<file path="src/rtl/josh_pkg.sv">
// Shared constants and state encoding for the map streaming blocks.
package josh_pkg;

    localparam int COL_BITS      = 100;
    localparam int WORD_BITS     = 25;
    localparam int WORDS_PER_COL = 4;
    localparam int MAP_COLS      = 512;
    localparam int ADDR_W        = 11;

    typedef enum logic [1:0] {
        ST_IDLE  = 2'd0,
        ST_FETCH = 2'd1,
        ST_DONE  = 2'd2
    } feeder_state_t;

endpackage

</file>
<file path="src/rtl/col_fifo2.sv">
// Two-entry column buffer; the head entry is read combinationally from the read pointer.
module col_fifo2 #(
    parameter int WIDTH = 101
) (
    input  logic             clk,
    input  logic             resetn,
    input  logic             push,
    input  logic             pop,
    input  logic             flush,
    input  logic [WIDTH-1:0] wr_data,
    output logic [WIDTH-1:0] head,
    output logic             full,
    output logic             empty,
    output logic [1:0]       count
);

    logic [WIDTH-1:0] mem [2];
    logic             wr_ptr;
    logic             rd_ptr;
    logic             do_push;
    logic             do_pop;

    assign do_push = push && !full;
    assign do_pop  = pop && !empty;
    assign full    = (count == 2'd2);
    assign empty   = (count == 2'd0);
    assign head    = mem[rd_ptr];

    // Pointer/occupancy bookkeeping and storage; flush drops everything at once.
    always_ff @(posedge clk or negedge resetn) begin
        if (!resetn) begin
            wr_ptr <= 1'b0;
            rd_ptr <= 1'b0;
            count  <= 2'd0;
            mem[0] <= '0;
            mem[1] <= '0;
        end else if (flush) begin
            wr_ptr <= 1'b0;
            rd_ptr <= 1'b0;
            count  <= 2'd0;
        end else begin
            if (do_push) begin
                mem[wr_ptr] <= wr_data;
                wr_ptr      <= ~wr_ptr;
            end
            if (do_pop) begin
                rd_ptr <= ~rd_ptr;
            end
            count <= count + {1'b0, do_push} - {1'b0, do_pop};
        end
    end

endmodule

</file>
<file path="src/rtl/map_column_feeder.sv">
// Streams wall columns out of the map ROM: four ROM words per column are
// assembled, buffered two deep, and handed to the wall shifter on demand.
module map_column_feeder #(
    parameter int COL_BITS      = josh_pkg::COL_BITS,
    parameter int WORD_BITS     = josh_pkg::WORD_BITS,
    parameter int WORDS_PER_COL = josh_pkg::WORDS_PER_COL,
    parameter int MAP_COLS      = josh_pkg::MAP_COLS,
    parameter int ADDR_W        = josh_pkg::ADDR_W
) (
    input  logic                 clk,
    input  logic                 resetn,
    input  logic                 start,
    input  logic                 flush,
    output logic                 rom_rd,
    output logic [ADDR_W-1:0]    rom_addr,
    input  logic [WORD_BITS-1:0] rom_data,
    output logic                 col_valid,
    input  logic                 col_ready,
    output logic [COL_BITS-1:0]  col_data,
    output logic                 col_last,
    output logic                 busy,
    output logic                 map_done
);

    import josh_pkg::*;

    localparam int                WC_W      = $clog2(WORDS_PER_COL);
    localparam logic [WC_W-1:0]   LAST_WORD = WC_W'(WORDS_PER_COL - 1);
    localparam logic [ADDR_W-1:0] LAST_COL  = ADDR_W'(MAP_COLS - 1);
    localparam int                ASM_BITS  = COL_BITS - WORD_BITS;

    feeder_state_t           state;
    feeder_state_t           state_next;
    logic [ADDR_W-1:0]       col_idx;
    logic [WC_W-1:0]         word_cnt;
    logic                    issuing;
    logic                    all_issued;
    logic                    ret_vld;
    logic                    ret_final;
    logic                    ret_last;
    logic [ASM_BITS-1:0]     asm_q;
    logic [COL_BITS-1:0]     col_next;
    logic                    clear_stream;
    logic                    can_begin;
    logic [2:0]              occupancy;
    logic                    push;
    logic                    pop;
    logic [COL_BITS:0]       fifo_head;
    logic                    fifo_full;
    logic                    fifo_empty;
    logic [1:0]              fifo_count;

    // Either control pulse abandons whatever is buffered or still returning from the ROM.
    assign clear_stream = start || flush;

    // The column being assembled counts against the two buffer slots from its first issue until it lands.
    assign occupancy = {1'b0, fifo_count} + {2'b00, (issuing || ret_vld)};
    assign can_begin = (state == ST_FETCH) && !issuing && !all_issued
                       && !fifo_full && (occupancy < 3'd2);

    assign rom_rd   = (state == ST_FETCH) && (issuing || can_begin);
    assign rom_addr = rom_rd ? (col_idx * ADDR_W'(WORDS_PER_COL)) + ADDR_W'(word_cnt) : '0;

    // Each returning word enters at the top, so word 0 ends up in the lowest bits.
    assign col_next = {rom_data, asm_q};
    assign push     = ret_vld && ret_final && !clear_stream;
    assign pop      = col_valid && col_ready;

    assign col_valid = !fifo_empty && (state == ST_FETCH);
    assign col_data  = col_valid ? fifo_head[COL_BITS-1:0] : '0;
    assign col_last  = col_valid && fifo_head[COL_BITS];
    assign busy      = (state == ST_FETCH);
    assign map_done  = (state == ST_DONE);

    // State register.
    always_ff @(posedge clk or negedge resetn) begin
        if (!resetn) begin
            state <= ST_IDLE;
        end else begin
            state <= state_next;
        end
    end

    // Next state: flush beats start, and the stream ends once the last-tagged column leaves.
    always_comb begin
        state_next = state;
        if (flush) begin
            state_next = ST_IDLE;
        end else if (start) begin
            state_next = ST_FETCH;
        end else begin
            case (state)
                ST_FETCH: if (pop && fifo_head[COL_BITS]) state_next = ST_DONE;
                default:  state_next = state;
            endcase
        end
    end

    // Word issue sequencing and tracking of the words still coming back from the ROM.
    always_ff @(posedge clk or negedge resetn) begin
        if (!resetn) begin
            col_idx    <= '0;
            word_cnt   <= '0;
            issuing    <= 1'b0;
            all_issued <= 1'b0;
            ret_vld    <= 1'b0;
            ret_final  <= 1'b0;
            ret_last   <= 1'b0;
        end else if (clear_stream) begin
            col_idx    <= '0;
            word_cnt   <= '0;
            issuing    <= 1'b0;
            all_issued <= 1'b0;
            ret_vld    <= 1'b0;
            ret_final  <= 1'b0;
            ret_last   <= 1'b0;
        end else begin
            ret_vld   <= rom_rd;
            ret_final <= rom_rd && (word_cnt == LAST_WORD);
            ret_last  <= (col_idx == LAST_COL);
            if (rom_rd) begin
                if (word_cnt == LAST_WORD) begin
                    word_cnt <= '0;
                    issuing  <= 1'b0;
                    if (col_idx == LAST_COL) begin
                        all_issued <= 1'b1;
                    end else begin
                        col_idx <= col_idx + 1'b1;
                    end
                end else begin
                    word_cnt <= word_cnt + 1'b1;
                    issuing  <= 1'b1;
                end
            end
        end
    end

    // Assembly shift register holding the words of the column in progress.
    always_ff @(posedge clk or negedge resetn) begin
        if (!resetn) begin
            asm_q <= '0;
        end else if (clear_stream) begin
            asm_q <= '0;
        end else if (ret_vld) begin
            asm_q <= col_next[COL_BITS-1:WORD_BITS];
        end
    end

    col_fifo2 #(
        .WIDTH (COL_BITS + 1)
    ) u_fifo (
        .clk     (clk),
        .resetn  (resetn),
        .push    (push),
        .pop     (pop),
        .flush   (clear_stream),
        .wr_data ({ret_last, col_next}),
        .head    (fifo_head),
        .full    (fifo_full),
        .empty   (fifo_empty),
        .count   (fifo_count)
    );

endmodule
</file>
<file path="config.mk">
export PLATFORM = sky130hd
export DESIGN_NAME = map_column_feeder
export DESIGN_NICKNAME = d
export VERILOG_FILES = /design/src/rtl/josh_pkg.sv /design/src/rtl/col_fifo2.sv /design/src/rtl/map_column_feeder.sv
export SDC_FILE = /design/constraint.sdc
export NUM_CORES = 1
export LEC_CHECK = 0
export ABC_AREA = 1
export CORE_MARGIN = 2
export CORE_UTILIZATION = 47
export CTS_BUF_LIST = sky130_fd_sc_hd__clkbuf_16
export DETAILED_ROUTE_END_ITERATION = 8
export PLACE_DENSITY = 0.68
export SYNTH_ARGS = -nofsm -noshare
export SYNTH_HDL_FRONTEND = slang
export SYNTH_SLANG_ARGS = --single-unit
</file>
<file path="constraint.sdc">
create_clock -name clk -period 4.9 [get_ports clk]
set_input_delay 1.225 -clock clk [delete_from_list [all_inputs] [get_ports clk]]
set_output_delay 1.225 -clock clk [all_outputs]
set_load 0.02 [all_outputs]
</file>
==> flow_summary.ini <==
[route]
wl_met3_um = 1680
wl_per_cell_um = 16.2
detail_route.first_pass.iterations = 5
wl_met2_um = 15200
vias_per_cell = 5.16
drc = 0
highest_layer = met4
drt-initial-drc-count = 1031
antenna_left = 0
totalWireLength_um = 32600
num_vias = 10400
drt-met1-wl_um = 15100

[synth]
synth_top_cell_area_share_pct = 56.7
syn_inst = 1528
synth.cell_area_um2 = 13300
yosysMostFrequentCell = nand2_1
synthTopCellsByCount = nand2_1 (452), dfrtp_1 (301), o21ai_0 (181)
synth_top_area_cell = dfrtp_1
synthTopCellsByArea = dfrtp_1 (57%), nand2_1 (13%), o21ai_0 (6.8%), a21oi_1 (6.8%), o21ai_2 (4.7%)
async_flop_share_pct = 100
synth_edf_count = 0
ys.flop_type = dfrtp_1
seq_area_frac_synth_pct = 56.7
avgSynthCellArea_um2 = 8.70
yosysWarnings = 0
syn_nets = 1562
ys_types = 23
ys_ff_latch = 301

[clock_network]
hold_buffers = 0
clockBufferDepth = 3
post_cts_resized = 0
cts.sinks = 301
post_cts_buffers = 0
clk_pin_slew_worst_paths_ns = 0.06
clkLatencyLatePin_ns = 0.55
cts_max_level = 1
clock-root-buffer = clkbuf_16
numCtsBuffers = 31
cts_tree = done

[floorplanning]
placementRows = 61
ios = 146
die-area_um2 = 29600
die_w_um = 172
coreArea_um2 = 27800
die_h_um = 172
start_util_pct = 47.8

[timing]
fin_crit_ns = 4.27
drv_slew = 0
finalSetupViolCount = 0
setup_tns_ns = 0
skew_ns = 0.0109
fmax_ghz = 0.234
slew_headroom_pct = 37.4
rsz0062_at_grt = no
worstMarginPinSlew_ns = 0.939
hold_viol_final = 0
fin_crit_sh_pct = 87.1

[worst_setup_path]
start_kind = flip-flop
cp.arrival_ns = 3.04
critPathMaxStageDelay_ns = 0.65
critical_path_class = reg2out
cp-end-kind = output port
crit_buf_inv = 3
crit_chain = clkinv_2, buf_12, nand2_1, a21oi_1, clkdlybuf4s50_1
path_max_fanout = 71
timing.critical_path.required_ns = 3.67
cpMaxStageDelayCell = dfrtp_4
critPathTopFamily = buffers and inverters

[global_routing]
grt.total_usage_pct = 22.7
grt_pass1_wl_um = 53300
overflow = 0
grt_max_degree = 133
grt_pass1_vias = 9859
antenna_found_initial = 0

[place]
hpwl_um = 20600
routabilityCongestion = 0.772
io_buffers = 145

[status]
status = finished, final reports clean

[layout]
drive_gt1_share_pct = 9.29
fin_nets = 1648
antenna_cells = 0
area_growth_pct = 19.0
fin_util_pct = 56.9

[power]
power_density_nw_per_um2 = 308
ir_worst_vdd_mv = 0.230
leakage_nw = 6.67

[min_path]
min_path_type = reg2reg

[flow_run]
cap_violations = 0
cells by family (layout without fill, tap and decap cells):
| kind of cell | Yosys count | in the layout | share of synthesized area [%] |
|---|---|---|---|
| compound gates | 463 | 463 | 19.5 |
| flops | 301 | 301 | 56.7 |
| fa+ha+maj | 4 | 4 | 0.377 |
| buf+inv | 240 | 348 | 8.01 |
| simple gates | 512 | 512 | 14.9 |
| xor+xnor | 8 | 8 | 0.527 |
final timing paths:
| path | from | end | slack [ns] | depth (start not counted) |
|---|---|---|---|---|
| max | u_fifo.rd_ptr$_DFFE_PN0P_ | col_data[27] | 0.63 | 5 |
| min | u_fifo.mem[175]$_DFFE_PN0P_ | u_fifo.mem[175]$_DFFE_PN0P_ | 0.48 | 2 |
| max reg2reg | ret_vld$_DFF_PN0_ | u_fifo.mem[138]$_DFFE_PN0P_ | 2.61 | 7 |
| min reg2reg | u_fifo.mem[175]$_DFFE_PN0P_ | u_fifo.mem[175]$_DFFE_PN0P_ | 0.48 | 2 |
| max in group asynchronous | resetn | u_fifo.mem[50]$_DFFE_PN0P_ | 3.10 | 2 |
| min in group asynchronous | resetn | word_cnt[1]$_DFFE_PN0P_ | 0.73 | 1 |
routing by layer:
| metal | track usage [%] | vias up |
|---|---|---|
| li1 | - | 5103 |
| met1 | 33.7 | 4944 |
| met2 | 36.3 | 307 |
| met3 | 2.52 | 45 |
| met4 | 5.04 | 0 |
| met5 | 0 | - |
worst min-delay path, delay by kind of cell, from the launching register on:
kind | cells | cell delay (ns)
flops | 1 | 0.34
simple gates | 1 | 0.06
compound gates | 1 | 0.05
through the flow:
| stage | cell area [µm²] | power [mW] | cells | hold slack [ns] | setup WS (ns) |
|---|---|---|---|---|---|
| after floorplan | 13300 | 2.60 | 1528 | 0.453 | 1.95 |
| after global placement | 14900 | 2.71 | 1959 | 0.463 | 1.26 |
| after detailed placement | 14900 | 2.71 | 1959 | 0.468 | 1.23 |
| after CTS | 15800 | 4.91 | 2014 | 0.483 | 0.634 |
| after global routing | 15800 | 5.03 | 2014 | 0.494 | 0.449 |
| final | 15800 | 4.87 | 2014 | 0.481 | 0.632 |
where the power goes:
part | internal [mW] | switching, mW | leakage [nW]
clock network | 1.25 | 0.961 | 0.498
registers | 2.50 | 0.0107 | 4.19
logic | 0.0399 | 0.112 | 1.97
total | 3.78 | 1.08 | 6.67
area by class of cell:
class | count | area, µm²
fillers | 2592 | 12000
flip-flops and latches | 301 | 7540
multi-input cells | 987 | 4710
repair buffers | 160 | 1640
clock buffers | 31 | 776
inverters | 133 | 500
well taps | 378 | 473
clock inverters | 24 | 164
cell usage in the layout, fill, tap and decap left out:
master	instances
a21oi_1	180
buf_12	6
buf_4	9
buf_8	1
bufinv_16	2
clkbuf_16	31
clkdlybuf4s50_1	144
clkinv_1	4
clkinv_2	10
clkinv_4	1
dfrtp_1	299
dfrtp_4	2
ha_1	4
inv_1	138
inv_2	1
inv_6	1
nand2_1	451
nand2_2	10
nand2_4	1
nand3_1	13
nand4_1	2
nor2_1	30
nor2_2	2
nor2_4	1
nor3_1	1
o21ai_0	181
o21ai_1	29
o21ai_2	72
o21ai_4	1
or2_4	1
xnor2_1	1
xor2_1	7
sequential cells by signal (all words and copies together), names as in the netlist, 2 cells and up:
name	cells
state	2
col_idx	11
word_cnt	2
u_fifo.mem	202
asm_q	75
u_fifo.count	2
Power figures use the tool's default switching activity.
